### config.mk
export PLATFORM = sky130hd
export DESIGN_NAME = grf_wb_arbiter
export DESIGN_NICKNAME = d
export VERILOG_FILES = /design/src/rtl/grf_wb_arbiter.sv
export SDC_FILE = /design/constraint.sdc
export NUM_CORES = 1
export LEC_CHECK = 0
export ABC_AREA = 1
export CAP_MARGIN = 20
export CELL_PAD_IN_SITES_DETAIL_PLACEMENT = 1
export CELL_PAD_IN_SITES_GLOBAL_PLACEMENT = 1
export CORE_MARGIN = 10
export CORE_UTILIZATION = 45
export DETAILED_ROUTE_END_ITERATION = 10
export PLACE_DENSITY = 0.93
export SLEW_MARGIN = 40
export SYNTH_ARGS = -nofsm -noshare
export SYNTH_HDL_FRONTEND = slang
export SYNTH_SLANG_ARGS = --single-unit
### constraint.sdc
create_clock -name clk -period 17 [get_ports clk]
set_input_delay 5.1 -clock clk [delete_from_list [all_inputs] [get_ports clk]]
set_output_delay 5.1 -clock clk [all_outputs]
set_load 0.01 [all_outputs]
### src/rtl/grf_wb_arbiter.sv
// GRF write-port arbiter: the W-stage source (A) has fixed priority, and late results (B) queue in a kill-tagged FIFO.
// The block also provides scoreboard lookups for D-stage readers and a starvation stall so queued B writes always drain.
module grf_wb_arbiter #(
  parameter int unsigned DEPTH        = 4,
  parameter int unsigned STARVE_LIMIT = 8
) (
  input  logic                     clk,
  input  logic                     reset,
  input  logic                     a_valid,
  input  logic [4:0]               a_addr,
  input  logic [31:0]              a_data,
  input  logic [31:0]              a_pc,
  input  logic                     b_valid,
  output logic                     b_ready,
  input  logic [4:0]               b_addr,
  input  logic [31:0]              b_data,
  input  logic [31:0]              b_pc,
  input  logic [4:0]               rs_addr,
  input  logic [4:0]               rt_addr,
  output logic                     busy_rs,
  output logic                     busy_rt,
  output logic                     stall_req,
  output logic                     grf_we,
  output logic [4:0]               grf_waddr,
  output logic [31:0]              grf_wdata,
  output logic [31:0]              grf_pc,
  output logic [$clog2(DEPTH):0]   fifo_count
);

  localparam int unsigned PW = $clog2(DEPTH);
  localparam int unsigned CW = PW + 1;
  localparam int unsigned SW = $clog2(STARVE_LIMIT + 1);

  logic [4:0]       addr_q [DEPTH];
  logic [31:0]      data_q [DEPTH];
  logic [31:0]      pc_q   [DEPTH];
  logic [DEPTH-1:0] kill_q, kill_d;
  logic [PW-1:0]    wr_q, wr_d, rd_q, rd_d;
  logic [CW-1:0]    count_q, count_d;
  logic [SW-1:0]    starve_q, starve_d;
  logic             push, pop, a_kill, nonempty;

  // The FIFO is treated as empty while reset is high, so no queued write leaks out during a flush.
  assign nonempty   = (count_q != '0) && !reset;
  assign b_ready    = (count_q < CW'(DEPTH));
  assign push       = b_valid && b_ready && (b_addr != '0);
  assign pop        = nonempty && !a_valid;
  assign a_kill     = a_valid && (a_addr != '0);
  assign stall_req  = (starve_q == SW'(STARVE_LIMIT));
  assign fifo_count = count_q;

  always_comb begin
    grf_we    = 1'b0;
    grf_waddr = '0;
    grf_wdata = '0;
    grf_pc    = '0;
    if (a_valid) begin
      grf_we    = (a_addr != '0);
      grf_waddr = a_addr;
      grf_wdata = a_data;
      grf_pc    = a_pc;
    end else if (nonempty) begin
      grf_we    = !kill_q[rd_q];
      grf_waddr = addr_q[rd_q];
      grf_wdata = data_q[rd_q];
      grf_pc    = pc_q[rd_q];
    end
  end

  always_comb begin
    wr_d     = wr_q;
    rd_d     = rd_q;
    kill_d   = kill_q;
    starve_d = starve_q;
    // Kill every matching slot; a stale bit on a free slot is harmless because push rewrites it.
    if (a_kill) begin
      for (int unsigned i = 0; i < DEPTH; i++) begin
        if (addr_q[i] == a_addr) kill_d[i] = 1'b1;
      end
    end
    if (push) begin
      kill_d[wr_q] = a_kill && (b_addr == a_addr);
      wr_d         = wr_q + PW'(1);
    end
    if (pop) rd_d = rd_q + PW'(1);
    count_d = count_q + CW'(push) - CW'(pop);
    if (pop || (count_q == '0)) begin
      starve_d = '0;
    end else if (a_valid && (starve_q != SW'(STARVE_LIMIT))) begin
      starve_d = starve_q + SW'(1);
    end
  end

  always_comb begin
    logic [PW-1:0] offset;
    offset  = '0;
    busy_rs = 1'b0;
    busy_rt = 1'b0;
    for (int unsigned i = 0; i < DEPTH; i++) begin
      offset = PW'(i) - rd_q;
      if ((CW'(offset) < count_q) && !kill_q[i]) begin
        if (addr_q[i] == rs_addr) busy_rs = 1'b1;
        if (addr_q[i] == rt_addr) busy_rt = 1'b1;
      end
    end
    if (rs_addr == '0) busy_rs = 1'b0;
    if (rt_addr == '0) busy_rt = 1'b0;
  end

  always_ff @(posedge clk) begin
    if (reset) begin
      wr_q     <= '0;
      rd_q     <= '0;
      count_q  <= '0;
      kill_q   <= '0;
      starve_q <= '0;
    end else begin
      wr_q     <= wr_d;
      rd_q     <= rd_d;
      count_q  <= count_d;
      kill_q   <= kill_d;
      starve_q <= starve_d;
    end
  end

  always_ff @(posedge clk) begin
    if (push) begin
      addr_q[wr_q] <= b_addr;
      data_q[wr_q] <= b_data;
      pc_q[wr_q]   <= b_pc;
    end
  end

endmodule

======== After elaboration in Yosys (flattened, before gate mapping) ========
Memory sizes are Yosys's and may differ from the RTL's. A register that Yosys moved wholly into a read port is not among the register bits.
Index checks and enable logic that the tools add are counted.
cells by class
  add/subtract/negate cells ............... 9
  $mul .................................... 0
  divide/modulo/power cells ............... 0
  order comparisons ....................... 8
  equality and inequality tests ........... 15
  shifts and indexed selects .............. 0
  multiplexer cells ....................... 45
  bitwise gates (word level) .............. 0
  reductions and logical operators ........ 27
operators with widths
  cell                 count
  $mux 32              4
  $eq 5x5->1           13
  $mux 1               28
  $logic_and 1x1->1    12
  $lt 2x3->1           4
  $mux 2               6
  $logic_not 5->1      2
  $mux 5               2
  $reduce_bool 5->1    2
  $mux 4               2
  $logic_not 1->1      7
  $lt 2x3->1 const B   2
  $add 2x1->2 const B  2
  $add 4x1->4 const B  1
  $bwmux 4             1
  $eq 4x4->1 const B   1
  $ne 4x4->1 const B   1
  $sub 1x2->2 const A  2
  $sub 2x2->2 const A  2
  $add 3x1->3          1
  $logic_not 3->1      1
  $lt 3x3->1 const B   1
  $reduce_bool 3->1    1
  $sub 3x1->3          1
  other kinds (5)      5
storage, ports and cells
  register bits after elaboration ......... 15
  latch bits .............................. 0
  bits in writable memories ............... 276
  ROM bits ................................ 0
  input bits .............................. 152
  output and inout port bits .............. 77
  logic and storage cells ................. 112
  memories kept ........................... 3
memories
  memory  depth  width  rd ports  clocked after Yosys merged registers in  write ports  RTL line  RTL
  data_q  4      32     1         1                                        1            35        logic [31:0] data_q [DEPTH];
  pc_q    4      32     1         1                                        1            36        logic [31:0] pc_q [DEPTH];
  addr_q  4      5      5         1                                        1            34        logic [4:0] addr_q [DEPTH];

======== Longest topological paths before layout ========
Gate-level depths: netlist of run 1.
  depth in word-level cells ............... 11
  gate-level depth with buffers ........... 14
  mapped depth without buffers ............ 13

======== Least setup slack after synthesis of run 1 ========
Ideal clock, no wire load.
  path kind ............................... in2out
  from .................................... input a_valid
  to ...................................... output grf_pc[0]
  arrival time ............................ 5.889 ns
  data required time ...................... 11.900 ns
  setup slack ............................. 6.011 ns
  stages on the path ...................... 4
  path buffers ............................ 3
  cell sequence ........................... buf_2 -> clkbuf_1 -> buf_2 -> a22o_1
on the way
  word-level cells in the longest chain between the ends .. 1
RTL lines
  item             RTL line  RTL
  start, declared  9         input logic a_valid,
  $mux 32          57        if (a_valid) begin
  end, declared    26        output logic [31:0] grf_pc,
No other way between the ends.

======== Worst setup path after layout of run 1 ========
  from .................................... input a_valid
  to ...................................... output grf_wdata[24]
on the way
  word-level cells in the longest chain between the ends .. 1
RTL lines
  item           RTL line  RTL
  $mux 32        57
  end, declared  25        output logic [31:0] grf_wdata,
No other way between the ends.

==> summary.txt, run 1 <==
Outcome
  – Status: completed

Logic synthesis
  – Synth Area in Adders: 1.31%
  – Sequential area share after synthesis: 66.2%
  – Top cells by count, synth: edfxtp_1 (276), nor2_1 (177), o21ai_0 (140)
  – Synth Register Bits: 293
  – Post-Syn Area: 13000 sq um
  – Compound-Gate Fraction of Synth Area: 14.4%
  – Async SR Flop Fraction: 0%
  – Most frequent cell after synthesis: edfxtp_1
  – Main synth FF type: edfxtp_1
  – Largest family of logic cells by synthesized area: compound AO/OA/AOI/OAI gates
  – Syn Nets: 1285
  – Synthesized area per cell: 11.6 sq um
  – Post-synthesis simple-gate area fraction: 10.2%
  – EDFF count, synth: 276
  – Xor and xnor fraction of the mapped netlist area: 2.62%
  – Syn Inst Count: 1120
  – Synth Warn #: 0
  – Leading area contributor after synthesis: edfxtp_1
  – Synth top area share: 63.6%
  – Count of cell types in the netlist: 34
  – Mux cell area share after synthesis: 0%
  – Synth area leaders: edfxtp_1 (64%), o21ai_0 (5.4%), nor2_1 (5.1%)

Timing
  – Fin Clk Skew: 0.0105 ns
  – Slew Limit Fails: 0
  – Final hold violation count: 0
  – RSZ-0062 raised after global routing: no
  – Setup_tns: 0 ns
  – Fmax: 77.6 MHz
  – Hold Slack: 0.489 ns
  – Finish-stage setup viols: 0
  – Ratio of final minimum period to clock period: 75.8%
  – Minimum clock period: 12.88 ns
  – Slew HR: 43.9%
  – Worst slew pin tran: 0.842 ns

Worst hold path
  – Worst hold path class: reg2reg

Job
  – Max-cap violations: 0

GRT
  – Vias in the first global route: 10400
  – Initial antenna violation count: 5
  – First-pass GRT wire length: 59600 microns
  – Largest net degree at the start of global routing: 81
  – Remaining Overflow, GRT: 0
  – Aggregate global-route resource usage: 20.9%

CTS
  – # hold bufs at CTS: 0
  – CTS Sinks: 293
  – CTS tree: built
  – Clock slew seen by the registers of the worst setup and hold paths: 0.06 ns
  – PostCTS Resize Cnt: 0
  – Root Buffer: clkbuf_16
  – Post-CTS setup buffer count: 0
  – H-Tree Depth: 1
  – TritonCTS buffer count: 31
  – Longest Clk Path Bufs: 3
  – Worst-Skew Late Latency: 0.55 ns

Setup path
  – Worst setup SP type: primary input
  – Worst Setup End Kind: primary output
  – Worst-case reg-to-reg path depth: 12
  – Reg2reg end: fifo_count[2]
  – CP required: 11.90 ns
  – Critical Path Start: a_valid
  – Worst-path fanout max: 71
  – CP endpoint: grf_wdata[24]
  – FF-to-FF Start: fifo_count[1]
  – R2r setup slk: 13.90 ns
  – Setup CP Type: in2out
  – Arrival time at the worst endpoint: 7.78 ns

Routing
  – Iter 0 DRT Violations: 552
  – DRC viols: 0
  – Antenna Nets Post-Route: 0
  – Vias: 9514
  – WL final: 38600 microns
  – Vias/cell: 5.49
  – Wire per inst: 22.3 microns
  – Length of the first detailed-routing pass in iterations: 7

Placed design
  – # port buffers: 228
  – # placed instances: 1672
  – Dpl hpwl: 25500 microns
  – Post-DP Area: 15400 sq um
  – Routability cong.: 0.880

Floorplan
  – # rows: 62
  – DIE AREA: 36200 sq um
  – Chip height: 190 microns
  – Initial core utilization: 45.5%
  – Ports: 229
  – Core ar.: 28600 sq um
  – Die Width: 190 microns

Power
  – Int Power: 1.49 mW
  – Power per cell area: 131 nW/um^2
  – Pleak: 5.85 nW
  – Maximum VDD drop: 0.0884 mV
  – Comb pwr share: 26.6%
  – Clock Power Share: 31.4%
  – NetSw: 0.674 mW
  – Seq pwr share: 42.0%
  – Switching share of power: 31.1%

Cells and area
  – Fin nets: 1486
  – Finished Layout Cells: 1732
  – Post-layout util: 57.6%
  – Fin area: 16500 sq um
  – Fillers: 2920
  – Share of cells above drive strength 1: 5.36%
  – Layout area overhead: 26.6%
==> layout by cell type (no fill, tap or decap), types with 13 or more instances in the layout <==
| master | count |
|---|---|
| o21ai_1 | 13 |
| nand2_1 | 116 |
| a21oi_1 | 21 |
| clkdlybuf4s50_1 | 227 |
| a22o_1 | 64 |
| edfxtp_1 | 276 |
| xnor2_1 | 27 |
| dfxtp_1 | 15 |
| clkbuf_16 | 32 |
| nor2_1 | 175 |
| o22ai_1 | 65 |
| inv_1 | 55 |
| nand3_1 | 27 |
| o21ai_0 | 140 |
==> worst max-delay path, cell delays in order <==
cell and delay [ns]:
buf_2 0.08, buf_4 0.63, inv_1 0.36, nand2_4 0.21, clkinv_4 0.42, a22o_1 0.39
clkdlybuf4s50_1 0.51
==> cells by family after synthesis <==
| family | count (synthesis) |
|---|---|
| AND/OR/NAND/NOR | 335 |
| AO/OA/AOI/OAI | 308 |
| flip-flops | 293 |
| buffers and inverters | 132 |
| XOR/XNOR | 39 |
| adder cells (fa/ha/maj) | 13 |
==> metal layers <==
metal / wire length (microns) / vias to the layer above / GRT usage, %
met2: 19800 / 273 / 37.6
met4: 935 / 2 / 5.45
met3: 2510 / 61 / 4.71
met5: 12 / - / 0
met1: 15400 / 4734 / 24.5
li1: - / 4444 / -
==> power groups by stage <==
| stage | logic, mW | registers, mW | clock network [mW] |
|---|---|---|---|
| detailed placement | 0.580 | 0.923 | 0 |
| finish | 0.577 | 0.909 | 0.680 |
| CTS | 0.584 | 0.909 | 0.692 |
| global route | 0.639 | 0.917 | 0.724 |
| global placement | 0.546 | 0.918 | 0 |
| floorplan | 0.376 | 0.900 | 0 |
==> worst min path at each step <==
stage | start | end | slack [ns] | cells past startpoint
floorplan | starve_q[3] | starve_q[3] | 0.45 | 2
global placement | starve_q[3] | starve_q[3] | 0.47 | 2
detailed placement | starve_q[0] | starve_q[0] | 0.49 | 2
CTS | starve_q[0] | starve_q[0] | 0.50 | 2
global route | starve_q[0] | starve_q[0] | 0.53 | 2
finish | starve_q[0] | starve_q[0] | 0.49 | 2
==> cell type report <==
cell class	count	area, sq um	area share (%)
diodes	4	10.0	0.0607
clock buffers	41	855	5.18
clock inverters	15	178	1.08
inverters	61	239	1.45
multi-input cells	695	3730	22.6
flip-flops and latches	293	8630	52.3
well taps	384	480	2.91
repair buffers	239	2370	14.4
==> registers in the layout, summed over array words and instances (netlist names), named ones only <==
signal,flops
kill_q,4
starve_q,4
rd_q,2
data_q,128
fifo_count,3
addr_q,20
wr_q,2
pc_q,128
==> stage by stage <==
stage	power, mW	setup WS [ns]
global placement	1.46	4.30
global route	2.28	3.98
CTS	2.19	4.15
finish	2.17	4.12
detailed placement	1.50	4.15
floorplan	1.28	6.01
(Power assumes the default switching activity.)
==> run 2, diff against run 1 <==
--- a/config.mk
+++ b/config.mk
@@ -10,9 +10,9 @@
 export CELL_PAD_IN_SITES_DETAIL_PLACEMENT = 1
 export CELL_PAD_IN_SITES_GLOBAL_PLACEMENT = 1
 export CORE_MARGIN = 10
-export CORE_UTILIZATION = 45
+export CORE_UTILIZATION = 38
 export DETAILED_ROUTE_END_ITERATION = 10
-export PLACE_DENSITY = 0.93
+export PLACE_DENSITY = 0.84
 export SLEW_MARGIN = 40
 export SYNTH_ARGS = -nofsm -noshare
 export SYNTH_HDL_FRONTEND = slang
==> constraint.sdc (replaced) <==
create_clock -name clk -period 11 [get_ports clk]
set_input_delay 3.3 -clock clk [delete_from_list [all_inputs] [get_ports clk]]
set_output_delay 3.3 -clock clk [all_outputs]
set_load 0.01 [all_outputs]
==> run 2 against run 1 <==
  * Final area is essentially flat
  * Final cell count grew 3.9%
  * Sequential share of layout area is essentially flat
==> summary.txt, run 2 (synthesis gave the netlist of run 1 again) <==
Floorplan
  – Core ar.: 33700 sq um
  – Ports: 229
  – # rows: 67
  – Die Width: 205 microns
  – Initial core utilization: 38.7%
  – DIE AREA: 42100 sq um
  – Chip height: 205 microns

Cells and area
  – Post-layout util: 48.9%
  – Share of cells above drive strength 1: 5.27%
  – Fin area: 16500 sq um
  – Fin nets: 1488
  – Layout area overhead: 26.5%
  – Biggest registers after layout: data_q: 128 flops, pc_q: 128 flops, addr_q: 20 flops
  – Commonest non-fill, non-tap cells in the layout: edfxtp_1 (276), clkdlybuf4s50_1 (227), nor2_1 (175)
  – Most common cell after layout, fill and taps aside: edfxtp_1

Timing
  – Finish-stage setup viols: 0
  – Final hold violation count: 0
  – Slew HR: 47.6%
  – Setup WS post-layout: 1.93 ns
  – Ratio of final minimum period to clock period: 82.5%
  – Worst slew pin tran: 0.786 ns
  – Minimum clock period: 9.07 ns
  – Slew Limit Fails: 0
  – RSZ-0062 raised after global routing: no
  – Setup_tns: 0 ns
  – Fmax: 110 MHz
  – Fin Clk Skew: 0.0111 ns

Worst hold path
  – Worst hold path class: reg2reg
  – Hold path depth: 2
  – Worst Hold End: starve_q[3]
  – Hold_sp: starve_q[3]

Setup path
  – Worst-path fanout max: 71
  – Reg2reg end: fifo_count[2]
  – CP required: 7.70 ns
  – Worst Setup End Kind: primary output
  – Setup CP Type: in2out
  – Worst setup SP type: primary input
  – Arrival time at the worst endpoint: 5.77 ns
  – FF-to-FF Start: fifo_count[1]
  – R2r setup slk: 8.02 ns
  – Worst-case reg-to-reg path depth: 12

Placed design
  – Routability cong.: 0.869
  – Dpl hpwl: 25700 microns
  – # port buffers: 228
  – Pre-CTS setup slack: 1.68 ns
  – Post-DP Area: 15500 sq um

Routing
  – Vias/cell: 5.32
  – DRC viols: 0
  – Length of the first detailed-routing pass in iterations: 5
  – Vias: 9572
  – Wire per inst: 21.3 microns
  – WL final: 38400 microns
  – Iter 0 DRT Violations: 457
  – Antenna Nets Post-Route: 0

GRT
  – Remaining Overflow, GRT: 0
  – Largest net degree at the start of global routing: 75
  – Vias in the first global route: 10200
  – First-pass GRT wire length: 58800 microns
  – Aggregate global-route resource usage: 17.7%
  – Initial antenna violation count: 5

CTS
  – PostCTS Resize Cnt: 0
  – Root Buffer: clkbuf_16
  – CTS tree: built
  – Clock slew seen by the registers of the worst setup and hold paths: 0.06 ns
  – Longest Clk Path Bufs: 3
  – TritonCTS buffer count: 31
  – CTS Sinks: 293
  – # hold bufs at CTS: 0
  – Worst-Skew Late Latency: 0.56 ns
  – H-Tree Depth: 1
  – Post-CTS setup buffer count: 0

Power
  – Pleak: 5.81 nW
  – Overall power: 3.25 mW
  – Power per cell area: 197 nW/um^2
  – Maximum VDD drop: 0.130 mV

Outcome
  – Status: completed

Job
  – Max-cap violations: 0
[run 2: changes by cell type in the layout (fill, tap and decap cells not counted), moves of 2 or more]
cell,delta
buf_12,+2
buf_4,+2
clkinv_2,+3
clkbuf_8,-2
bufinv_16,-4
clkinv_1,+4
buf_6,-2
[run 2: layer usage]
layer / global-route usage, % / vias to the layer above / routed length [microns]
li1: - / 4448 / -
met1: 20.6 / 4809 / 15600
met2: 32.1 / 245 / 19700
met3: 3.84 / 66 / 2240
met4: 5.22 / 4 / 855
met5: 0 / - / 27
[run 2: area by class of cell]
| cell class | count | area, sq um |
|---|---|---|
| clock inverters | 19 | 106 |
| flip-flops and latches | 293 | 8630 |
| fillers | 3601 | 17200 |
| clock buffers | 39 | 806 |
| multi-input cells | 695 | 3730 |
| inverters | 61 | 239 |
| diodes | 3 | 7.51 |
| well taps | 448 | 561 |
| repair buffers | 241 | 2410 |
[run 2: worst max-delay path, cell delays in order]
cell             delay [ns]
buf_2                  0.09
buf_6                  0.47
inv_1                  0.32
nand2_4                0.19
clkinv_4               0.43
a22o_1                 0.39
clkdlybuf4s50_1        0.51
[run 2: power breakdown]
group	leakage (nW)	internal [mW]	switching [mW]
clock	0.449	0.519	0.423
sequential	2.66	1.33	0.0564
combinational	2.70	0.346	0.567
[run 2: how the worst max path moves through the flow]
stage / startpoint / endpoint / slack, ns
global placement: a_valid / grf_waddr[4] / 1.86
detailed placement: a_valid / grf_pc[24] / 1.68
floorplan: a_valid / grf_pc[0] / 3.61
CTS: a_valid / grf_pc[24] / 1.67
finish: a_valid / grf_pc[31] / 1.93
global route: a_valid / grf_pc[24] / 1.76
[run 2: metrics by stage]
stage | cells | hold WS (ns)
floorplan | 1120 | 0.453
global placement | 1736 | 0.467
detailed placement | 1737 | 0.479
CTS | 1795 | 0.487
global route | 1798 | 0.515
finish | 1799 | 0.487
==> run 3, diff against run 2 <==
--- a/config.mk
+++ b/config.mk
@@ -10,9 +10,9 @@
 export CELL_PAD_IN_SITES_DETAIL_PLACEMENT = 1
 export CELL_PAD_IN_SITES_GLOBAL_PLACEMENT = 1
 export CORE_MARGIN = 10
-export CORE_UTILIZATION = 38
+export CORE_UTILIZATION = 42
 export DETAILED_ROUTE_END_ITERATION = 10
-export PLACE_DENSITY = 0.84
+export PLACE_DENSITY = 0.88
 export SLEW_MARGIN = 40
 export SYNTH_ARGS = -nofsm -noshare
 export SYNTH_HDL_FRONTEND = slang
==> constraint.sdc (replaced) <==
create_clock -name clk -period 8.6 [get_ports clk]
set_input_delay 2.58 -clock clk [delete_from_list [all_inputs] [get_ports clk]]
set_output_delay 2.58 -clock clk [all_outputs]
set_load 0.01 [all_outputs]
==> run 3 against run 2 <==
  * Clock-buffer cell count decreased by 5
  * Clock skew up 0.0060 ns
  * Wire length is 0.47% higher
  * Via count is 0.19% lower
  * Critical endpoint is now grf_pc[20]
  * Largest power group unchanged
==> summary.txt, run 3 (synthesis gave the netlist of run 1 again) <==
Outcome
  – Status: completed

Timing
  – Finish-stage setup viols: 0
  – Ratio of final minimum period to clock period: 84.7%
  – RSZ-0062 raised after global routing: no
  – Slew HR: 44.7%
  – Setup_tns: 0 ns
  – Final hold violation count: 0
  – Fin Clk Skew: 0.0171 ns
  – Fmax: 137 MHz
  – Minimum clock period: 7.28 ns
  – Slew Limit Fails: 0
  – Worst slew pin tran: 0.830 ns

GRT
  – GR Util met1: 22.8%
  – Vias in the first global route: 10500
  – First-pass GRT wire length: 59500 microns
  – Largest net degree at the start of global routing: 82
  – Aggregate global-route resource usage: 19.4%
  – Remaining Overflow, GRT: 0
  – Met3 Use GR: 4.40%
  – Initial antenna violation count: 3
  – Layer with the highest usage: met2
  – Met2 Usage GRT: 34.9%

Setup path
  – Crit-path cells: clkdlybuf4s50_1 -> a21oi_2 -> nand2_4 -> clkinv_4 -> a22o_1 -> clkdlybuf4s50_1
  – Worst-case reg-to-reg path depth: 12
  – CP required: 6.02 ns
  – CP most frequent cell: clkdlybuf4s50_1
  – Critical path depth: 6
  – Setup CP Type: in2out
  – Arrival time at the worst endpoint: 4.70 ns
  – Worst-path fanout max: 71
  – CP max stage cell: clkdlybuf4s50_1
  – Worst Setup End Kind: primary output
  – WP buf/inv: 3
  – Top cell family by delay on the critical path: buffers and inverters
  – CP peak stage delay: 0.57 ns
  – Worst setup SP type: primary input

CTS
  – Clock slew seen by the registers of the worst setup and hold paths: 0.06 ns
  – CTS tree: built
  – TritonCTS buffer count: 31
  – CTS Sinks: 293
  – Worst-Skew Late Latency: 0.56 ns
  – Post-CTS setup buffer count: 0
  – Root Buffer: clkbuf_16
  – # hold bufs at CTS: 0
  – H-Tree Depth: 1
  – PostCTS Resize Cnt: 0
  – Longest Clk Path Bufs: 3

Cells and area
  – Post-layout util: 54.4%
  – Commonest non-fill, non-tap cells in the layout: edfxtp_1 (276), clkdlybuf4s50_1 (227), nor2_1 (175)
  – Fillers: 3186
  – Most common cell after layout, fill and taps aside: edfxtp_1
  – Fin nets: 1490
  – Share of cells above drive strength 1: 6.00%
  – Area of the multi-input gates: 3730 sq um
  – Layout area overhead: 27.6%
  – Sequential cell area: 8630 sq um
  – Biggest registers after layout: data_q: 128 flops, pc_q: 128 flops, addr_q: 20 flops

Floorplan
  – Die Width: 196 microns
  – Chip height: 196 microns
  – DIE AREA: 38500 sq um
  – # rows: 64
  – Core ar.: 30600 sq um
  – Initial core utilization: 42.6%
  – Ports: 229

Placed design
  – Dpl hpwl: 25500 microns
  – Routability cong.: 0.863
  – # port buffers: 228

Power
  – Maximum VDD drop: 0.221 mV
  – Power per cell area: 262 nW/um^2
  – Pleak: 5.91 nW

Routing
  – WL final: 38600 microns
  – DRC viols: 0
  – Wire per inst: 22.1 microns
  – Vias: 9554
  – Iter 0 DRT Violations: 494
  – Vias/cell: 5.47
  – Antenna Nets Post-Route: 0
  – Length of the first detailed-routing pass in iterations: 4

Worst hold path
  – Hold path depth: 2
  – Worst hold path class: reg2reg

Job
  – Max-cap violations: 0
-- run 3: changes by cell type in the layout (fill, tap and decap cells not counted), sizes merged --
| cell | delta |
|---|---|
| buf | +2 |
| bufinv | +6 |
| clkbuf | -5 |
| clkinv | -3 |
| clkinvlp | +1 |
| diode | -2 |
| inv | +1 |
-- run 3: area by class of cell --
cell class | count | area share [%]
Antenna cell | 1 | 0.0151
Clock buffer | 34 | 4.73
Clock inverter | 24 | 1.70
Inverter | 61 | 1.45
Multi-Input combinational cell | 695 | 22.4
Sequential cell | 293 | 51.9
Tap cell | 396 | 2.98
Timing Repair Buffer | 243 | 14.8
-- run 3: report_power, final --
group          leakage (nW)  switching (mW)  internal, mW
combinational          2.72           0.712         0.453
clock                 0.524           0.551         0.841
sequential             2.66          0.0932          1.71
-- run 3: final timing paths --
| check | startpoint | end | slack, ns |
|---|---|---|---|
| max reg2reg | fifo_count[1] | fifo_count[2] | 5.67 |
| min | starve_q[3] | starve_q[3] | 0.49 |
| min reg2reg | starve_q[3] | starve_q[3] | 0.49 |
| max | reset | grf_pc[20] | 1.32 |
-- run 3: tightest hold or removal path, cell delays in order (launching register included) --
cell     delay (ns)
dfxtp_1        0.32
nand2_1        0.07
a21oi_1        0.06
-- run 3: metal layers --
metal | up-vias | part of all wire, %
met3 | 69 | 6.2
met4 | 4 | 2.3
li1 | 4451 | -
met2 | 276 | 51
met5 | - | 0.070
met1 | 4754 | 41
-- run 3: through the flow --
step           instances  setup slack [ns]  hold WS (ns)  instance area, sq um  power, mW
2_1_floorplan       1120              2.27         0.453                 13000       2.52
3_3_place_gp        1684              1.43         0.467                 15500       2.91
3_5_place_dp        1686              1.32         0.487                 15500       2.99
4_1_cts             1744              1.29         0.496                 16600       4.39
5_1_grt             1746              1.14         0.521                 16600       4.57
6_report            1747              1.32         0.494                 16600       4.35
